## config.mk

```make
export PLATFORM = sky130hd
export DESIGN_NAME = ipu_resp_queue
export DESIGN_NICKNAME = d
export VERILOG_FILES = /design/src/rtl/ipu_resp_queue.sv
export SDC_FILE = /design/constraint.sdc
export NUM_CORES = 1
export LEC_CHECK = 0
export ABC_CLOCK_PERIOD_IN_PS = 1510
export CORE_MARGIN = 2
export CORE_UTILIZATION = 45
export DETAILED_ROUTE_END_ITERATION = 10
export HOLD_SLACK_MARGIN = 0.08
export PLACE_DENSITY = 0.84
export SYNTH_ARGS = -nofsm -noshare
export SYNTH_HDL_FRONTEND = slang
export SYNTH_SLANG_ARGS = --single-unit
```

## constraint.sdc

```tcl
create_clock -name clk_i -period 1.51 [get_ports clk_i]
set_input_delay 0.302 -clock clk_i [delete_from_list [all_inputs] [get_ports clk_i]]
set_output_delay 0.302 -clock clk_i [all_outputs]
set_load 0.005 [all_outputs]
```

## src/rtl/ipu_resp_queue.sv

```systemverilog
// Credit-throttled response queue between the accelerator port and the IPU.
// Requests pass straight through, gated by an in-flight credit count; IPU
// results land in a small circular FIFO whose head drives the core writeback.
module ipu_resp_queue #(
  parameter int unsigned IdWidth   = 5,
  parameter int unsigned DataWidth = 32,
  parameter int unsigned Depth     = 2
) (
  input  logic                         clk_i,
  input  logic                         rst_ni,
  input  logic                         core_qvalid_i,
  output logic                         core_qready_o,
  output logic                         ipu_qvalid_o,
  input  logic                         ipu_qready_i,
  input  logic [DataWidth-1:0]         ipu_pdata_i,
  input  logic [IdWidth-1:0]           ipu_pid_i,
  input  logic                         ipu_perror_i,
  input  logic                         ipu_pvalid_i,
  output logic                         ipu_pready_o,
  output logic [DataWidth-1:0]         core_pdata_o,
  output logic [IdWidth-1:0]           core_pid_o,
  output logic                         core_perror_o,
  output logic                         core_pvalid_o,
  input  logic                         core_pready_i,
  output logic [$clog2(Depth+1)-1:0]   outstanding_o
);

  localparam int unsigned OW = $clog2(Depth + 1);
  localparam int unsigned PW = (Depth > 1) ? $clog2(Depth) : 1;
  localparam logic [OW-1:0] DEPTH_C = OW'(Depth);
  localparam logic [PW-1:0] LAST_P  = PW'(Depth - 1);

  typedef struct packed {
    logic [DataWidth-1:0] data;
    logic [IdWidth-1:0]   id;
    logic                 err;
  } entry_t;

  entry_t        mem_q [Depth];
  logic [PW-1:0] wptr_q, wptr_d, rptr_q, rptr_d;
  logic [OW-1:0] cnt_q, cnt_d, out_q, out_d;

  logic credit_ok, full, empty, issue, retire, push, pop;
  entry_t head, wr_entry;

  function automatic logic [PW-1:0] ptr_inc(input logic [PW-1:0] p);
    return (p == LAST_P) ? '0 : p + PW'(1);
  endfunction

  // Handshake gating: credit only depends on registered state, so there is
  // no combinational qvalid -> qready path.
  always_comb begin
    credit_ok = (out_q < DEPTH_C);
    full      = (cnt_q == DEPTH_C);
    empty     = (cnt_q == '0);
    head      = mem_q[rptr_q];
    wr_entry  = '{data: ipu_pdata_i, id: ipu_pid_i, err: ipu_perror_i};
    push      = ipu_pvalid_i & ~full;
    pop       = ~empty & core_pready_i;
    issue     = core_qvalid_i & ipu_qready_i & credit_ok;
    retire    = pop;
  end

  assign ipu_qvalid_o  = core_qvalid_i & credit_ok;
  assign core_qready_o = ipu_qready_i & credit_ok;
  assign ipu_pready_o  = ~full;
  assign core_pvalid_o = ~empty;
  assign core_pdata_o  = head.data;
  assign core_pid_o    = head.id;
  assign core_perror_o = head.err;
  assign outstanding_o = out_q;

  // Next-state for pointers, FIFO usage and in-flight count.
  always_comb begin
    wptr_d = push ? ptr_inc(wptr_q) : wptr_q;
    rptr_d = pop  ? ptr_inc(rptr_q) : rptr_q;
    cnt_d  = cnt_q;
    if (push && !pop)      cnt_d = cnt_q + OW'(1);
    else if (!push && pop) cnt_d = cnt_q - OW'(1);
    out_d  = out_q;
    if (issue && !retire)      out_d = out_q + OW'(1);
    else if (!issue && retire) out_d = out_q - OW'(1);
  end

  // State registers; storage is cleared so the head reads zero out of reset.
  always_ff @(posedge clk_i or negedge rst_ni) begin
    if (!rst_ni) begin
      for (int i = 0; i < Depth; i++) mem_q[i] <= '0;
      wptr_q <= '0;
      rptr_q <= '0;
      cnt_q  <= '0;
      out_q  <= '0;
    end else begin
      if (push) mem_q[wptr_q] <= wr_entry;
      wptr_q <= wptr_d;
      rptr_q <= rptr_d;
      cnt_q  <= cnt_d;
      out_q  <= out_d;
    end
  end

  // Protocol checks: a retire needs a credit, the credit invariant keeps the
  // FIFO from being full under a response, and every response needs an issue.
  a_no_underflow: assert property (@(posedge clk_i) disable iff (!rst_ni)
    !(retire && out_q == '0));
  a_no_full_push: assert property (@(posedge clk_i) disable iff (!rst_ni)
    !(ipu_pvalid_i && full));
  a_rsp_has_issue: assert property (@(posedge clk_i) disable iff (!rst_ni)
    !(push && (int'(out_q) + int'(issue) <= int'(cnt_q))));

endmodule

```

==> out/results.ini, run 1 <==
[run_status]
status = finished with violations
failed_checks = setup timing

[finish]
drive_gt1_frac = 0.5879
n_antenna_cell = 0
syn_to_final_growth_pct = 49.44
fillers = 556
utilization = 0.6904
fin_nets = 405
multi_input_area_mm2 = 0.001861
regArea_mm2 = 0.002053

[global_route]
overflow = 0
grt_pass1_vias = 2628
antenna_found_initial = 0
grt_start_max_net_pins = 39
grtUsageTotal = 0.1980
grt_pass1_wl_um = 13670

[critical_path]
crit_arrival_ns = 1.60
startpoint_type = register
reg2reg_depth = 5
crit_top_cell = buf_6
cp_slowest_cell = dfrtp_2
rrSetupSlack_ns = -0.06
crit_chain = buf_6 > buf_8 > buf_6 > mux2_4 > buf_6
rr_startpoint = cnt_q[1]
crit_type = reg2out
slowest_delay_ns = 0.46
critPathBufInv = 4
cp_max_fo = 8
path_delay_family = buffers and inverters
critical_path_required_ns = 1.21
rr_endpoint = mem_q[68]
end_kind = output port

[synth]
synthDistinctLibCells = 19
ys_top_cells_by_area = dfrtp_1, mux2_2, mux2_4, buf_12, xor2_1
synth_seq_cells = 82
netlist.area_leader.share = 0.5405
syn-cell-area_mm2 = 0.003796
ys_seq_area_frac = 0.5405
syn-num-nets = 275
synthCells = 229
yosysWarnings = 0
avgSynthCellArea_um2 = 16.58
synth_top_area_cell = dfrtp_1

[timing]
hold_ws_ns = 0.3865
period_minus_slack_ns = 1.901
max_freq_mhz = 526.0
period_share = 1.259
relSlewSlack = 0.7776
worst_slew_pin_slew_ns = 0.3335
rsz0062_at_grt = yes
finalSetupViolCount = 106
maxSlewViolCount = 0
hold_violations = 0
finalClockSkew_ns = 0.009549
setup_ws_ns = -0.3910

[route]
ant_nets = 0
dr.pass1.iters = 4
vias = 2372
drc = 0
viasPerCell = 5.058
drt_iter0_markers = 90
drt_wl_total_um = 9235
wl_per_cell_um = 19.69

[floorplan]
die_h_um = 95.85
ios = 88
start_util = 0.4620
rows = 33
die_x_um = 95.85
die_area_mm2 = 0.009186
core_area_mm2 = 0.008217

[pwr]
power_density_mw_per_mm2 = 2312
ir_worst_vdd_mv = 1.338
p_leak_nw = 2.612

[placed_design]
dp_hpwl_um = 5379
gp_congestion = 0.7057
io_buffers = 87

[clock_tree]
clk_pin_slew_ns = 0.09
clock_latency_ns = 0.35
h-tree-depth = 3
cts_sinks = 82
cts-root-buf = clkbuf_8
cts_buffers = 9
cts_tree = built
cts_max_path_buffers = 2

[min_path]
hold_path.class = in2async

[flow_run]
cap_violations = 0

-- routing by layer --
metal	vias to the layer above	part of all wire	wire (um)	global-route usage
met1	1241	0.43	3925	0.2487
met4	0	0.013	124	0.07262
met3	11	0.037	344	0.04072
met5	-	0	0	0
li1	1065	-	-	-
met2	55	0.52	4840	0.3380
-- worst reg2reg max path, delay by kind of cell, from the launching register on --
kind          cells  cell delay [ns]
simple gates      2             0.42
flops             1             0.39
buf+inv           2             0.35
mux               1             0.31
-- synthesized netlist by cell type --
cell type and instances:
and2_1 2, and3_4 1, and3b_4 1, buf_12 4, buf_2 2, buf_4 2, buf_6 2, clkbuf_1 2
dfrtp_1 82, ha_1 2, mux2_2 74, mux2_4 40, nand2_1 1, nand2b_4 1, nor2_1 2, nor2b_1 2
or2_2 1, xnor2_1 3, xor2_1 5
-- kinds of logic after synthesis --
group | count (synthesis) | share of synthesized area
flops | 82 | 0.5405
mux | 114 | 0.3777
simple gates | 11 | 0.02109
fa+ha+maj | 2 | 0.006591
buf+inv | 12 | 0.03560
xor+xnor | 8 | 0.01846
-- registers in the layout (all words and copies together), names as in the netlist --
signal	flops
mem_q	76
cnt_q	2
outstanding_o	2
rptr_q	1
wptr_q	1
-- per-stage QoR --
step                TNS [ns]  power [mW]  instances  worst slack, ns  instance area, um^2
floorplan                  0       7.355        229          0.05829                 3796
global placement      -18.74       9.862        425          -0.2081                 4895
detailed placement    -21.57       10.08        425          -0.2315                 4895
CTS                   -14.48       12.34        465          -0.5168                 5374
global route          -17.46       13.87        469          -0.4350                 5673
finish                -13.08       13.12        469          -0.3910                 5673
-- power breakdown --
group	total, mW	switching, mW	internal [mW]
clock	1.60	0.787	0.812
sequential	4.03	0.680	3.35
combinational	7.49	2.40	5.09
-- repair_timing --
action | in CTS | in global routing
endpoints found under the setup margin | 46 | 102
gates resized for setup | 179 | 62
pin swaps | 5 | 6
cloned | 2 | 6
hold buffers | 1 | 0
buffers inserted | 21 | 5
hold endpoints to repair | 20 | 0
-- how the worst max path moves through the flow --
stage / from / endpoint / cells past startpoint
floorplan: cnt_q[1] / outstanding_o[1] / 6
global placement: ipu_qready_i / core_qready_o / 3
detailed placement: ipu_pvalid_i / mem_q[46] / 4
CTS: rptr_q / core_pdata_o[30] / 6
global route: rptr_q / core_pdata_o[29] / 5
finish: rptr_q / core_pdata_o[20] / 5
-- cell type report --
| class | instances | area share |
|---|---|---|
| Clock buffer | 12 | 0.02558 |
| Clock inverter | 4 | 0.009043 |
| Multi-Input combinational cell | 135 | 0.3280 |
| Tap cell | 105 | 0.02316 |
| Sequential cell | 82 | 0.3619 |
| Timing Repair Buffer | 131 | 0.2523 |
-- cell usage in the layout (no fill, tap or decap), types with 3 or more instances in the layout --
master           count
buf_12               7
buf_2                9
buf_4               13
buf_6               34
clkbuf_16            6
clkbuf_8            10
clkdlybuf4s15_1     13
clkdlybuf4s50_1     42
dfrtp_1             81
dlygate4sd2_1        4
mux2_2              25
mux2_4              89
xnor2_1              3
xor2_1               3
No activity file was read; power rests on OpenSTA's default activity.
==> run 2, diff against run 1 <==
--- a/config.mk
+++ b/config.mk
@@ -6,9 +6,12 @@
 export NUM_CORES = 1
 export LEC_CHECK = 0
 export ABC_CLOCK_PERIOD_IN_PS = 1510
+export CORE_ASPECT_RATIO = 1.2
 export CORE_MARGIN = 2
 export CORE_UTILIZATION = 45
+export CTS_CLUSTER_DIAMETER = 120
 export DETAILED_ROUTE_END_ITERATION = 10
+export GPL_TIMING_DRIVEN = 0
 export HOLD_SLACK_MARGIN = 0.08
 export PLACE_DENSITY = 0.84
 export SYNTH_ARGS = -nofsm -noshare
==> run 2 against run 1 <==
Against the previous run: the flow still finishes with violations (setup timing); final area down 1.4%; count of clock-buffer cells in the layout up 2; first-iteration DRC count down 53%; utilization down 0.46 points; register-to-register slack worse by 0.04 ns; sequential share of layout area up 0.53 points; critical path type unchanged; largest cell class unchanged; fmax down 0.24%.
==> out/results.ini, run 2 (synthesized netlist as in run 1, its figures left out) <==
[critical_path]
cp_max_fo = 5
reg2reg_depth = 7
rr_startpoint = cnt_q[1]
cp_slowest_cell = dfrtp_2
crit_arrival_ns = 1.60
rrSetupSlack_ns = -0.10
crit_type = reg2out
slowest_delay_ns = 0.44
rr_endpoint = mem_q[31]
path_delay_family = buffers and inverters
end_kind = output port
crit_chain = buf_4 > buf_4 > clkbuf_16 > mux2_2 > buf_2
critical_path_required_ns = 1.21
critPathBufInv = 4
startpoint_type = register
crit_top_cell = buf_4

[pwr]
power_density_mw_per_mm2 = 2258
ir_worst_vdd_mv = 1.190
finalPower_mw = 12.62
p_leak_nw = 2.563

[timing]
setup_ws_ns = -0.3956
finalSetupViolCount = 87
max_freq_mhz = 524.8
rsz0062_at_grt = yes
tns_ns = -13.28
maxSlewViolCount = 0
hold_violations = 0
period_minus_slack_ns = 1.906
finalClockSkew_ns = 0.01054
worst_slew_pin_slew_ns = 0.5520
hold_ws_ns = 0.4942
period_share = 1.262
relSlewSlack = 0.6320

[floorplan]
rows = 36
die_x_um = 87.85
ios = 88
start_util = 0.4656
core_area_mm2 = 0.008153
die_area_mm2 = 0.009190
die_h_um = 104.6

[route]
drt_wl_total_um = 8458
dr.pass1.iters = 4
ant_nets = 0
viasPerCell = 4.823
drc = 0
wl_per_cell_um = 17.58
vias = 2320
drt_iter0_markers = 42

[finish]
largest_reg_flops = 76
syn_to_final_growth_pct = 47.30
utilization = 0.6859
finalNonFillerCells = 481
n_antenna_cell = 0
regMostFlops = mem_q
layout_common_cells = dfrtp_1, mux2_4, mux2_2, clkdlybuf4s50_1, buf_2
final_area_mm2 = 0.005592
fin_nets = 408
mostFrequentLayoutCell = dfrtp_1
drive_gt1_frac = 0.6240

[run_status]
status = finished with violations
failed_checks = setup timing

[clock_tree]
cts-root-buf = clkbuf_8
cts_buffers = 9
cts_max_path_buffers = 2
cts_sinks = 82
clk_pin_slew_ns = 0.08
h-tree-depth = 3
clock_latency_ns = 0.35
cts_tree = built

[global_route]
grt_pass1_wl_um = 12780
antenna_found_initial = 0
overflow = 0
grt_pass1_vias = 2559
grt_start_max_net_pins = 43
grtUsageTotal = 0.1822

[placed_design]
pre_cts_ws_ns = -0.5948
placedCellCount = 431
dp_hpwl_um = 4911
placed_area_mm2 = 0.004827
gp_congestion = 0.7142
io_buffers = 87

[flow_run]
cap_violations = 0

[min_path]
hold_path.class = in2async

==> run 2: cell types whose count changed in the layout (fill, tap and decap cells not counted), sizes merged <==
cell           previous run  this run
bufinv                    1         0
clkinvlp                  1         0
buf                      64        74
dlygate4sd2               4         2
clkdlybuf4s15            13         1
clkbuf                   19        28
==> run 2: power breakdown <==
group | internal (mW) | total [mW] | switching [mW]
Sequential | 3.35 | 3.96 | 0.619
Clock | 0.730 | 1.49 | 0.759
Combinational | 4.87 | 7.17 | 2.30
Total | 8.95 | 12.6 | 3.67
==> run 2: worst register-to-register path, stage by stage (launching register included) <==
cell,delay (ns)
dfrtp_1,0.41
buf_6,0.13
nand2b_4,0.07
and3_4,0.22
buf_12,0.13
buf_12,0.11
buf_12,0.12
mux2_4,0.30
==> run 2: final cells by class <==
class / count / area [um^2]
Timing Repair Buffer: 124 / 1236
Clock buffer: 14 / 172.7
Clock inverter: 2 / 10.01
Buffer: 10 / 187.7
Multi-Input combinational cell: 135 / 1789
Fill cell: 572 / 2561
Sequential cell: 82 / 2053
Tap cell: 114 / 142.6
==> run 2: what timing repair did <==
item | CTS | global route
resized for setup | 191 | 61
endpoints found under the setup margin | 86 | 110
hold buffers | 1 | 0
endpoints found under the hold margin | 40 | 0
buffers inserted | 23 | 4
cloned | 6 | 3
pin swaps | 2 | 4
==> run 2: how the worst max path moves through the flow <==
stage               startpoint                to  slack (ns)  cells past startpoint
floorplan             cnt_q[1]  outstanding_o[1]        0.06                      6
global placement        rst_ni         mem_q[21]       -2.64                      1
detailed placement      rptr_q  core_pdata_o[17]       -0.59                      4
CTS                     rptr_q  core_pdata_o[31]       -0.40                      5
global route            rptr_q   core_pdata_o[7]       -0.44                      5
finish                  rptr_q  core_pdata_o[31]       -0.40                      5
==> run 2: metal layers <==
layer / vias up / part of all wire / track usage
met4: 0 / 0.015 / 0.07802
met1: 1185 / 0.45 / 0.2360
met2: 52 / 0.50 / 0.2922
li1: 1072 / - / -
met5: - / 0 / 0
met3: 11 / 0.034 / 0.03791
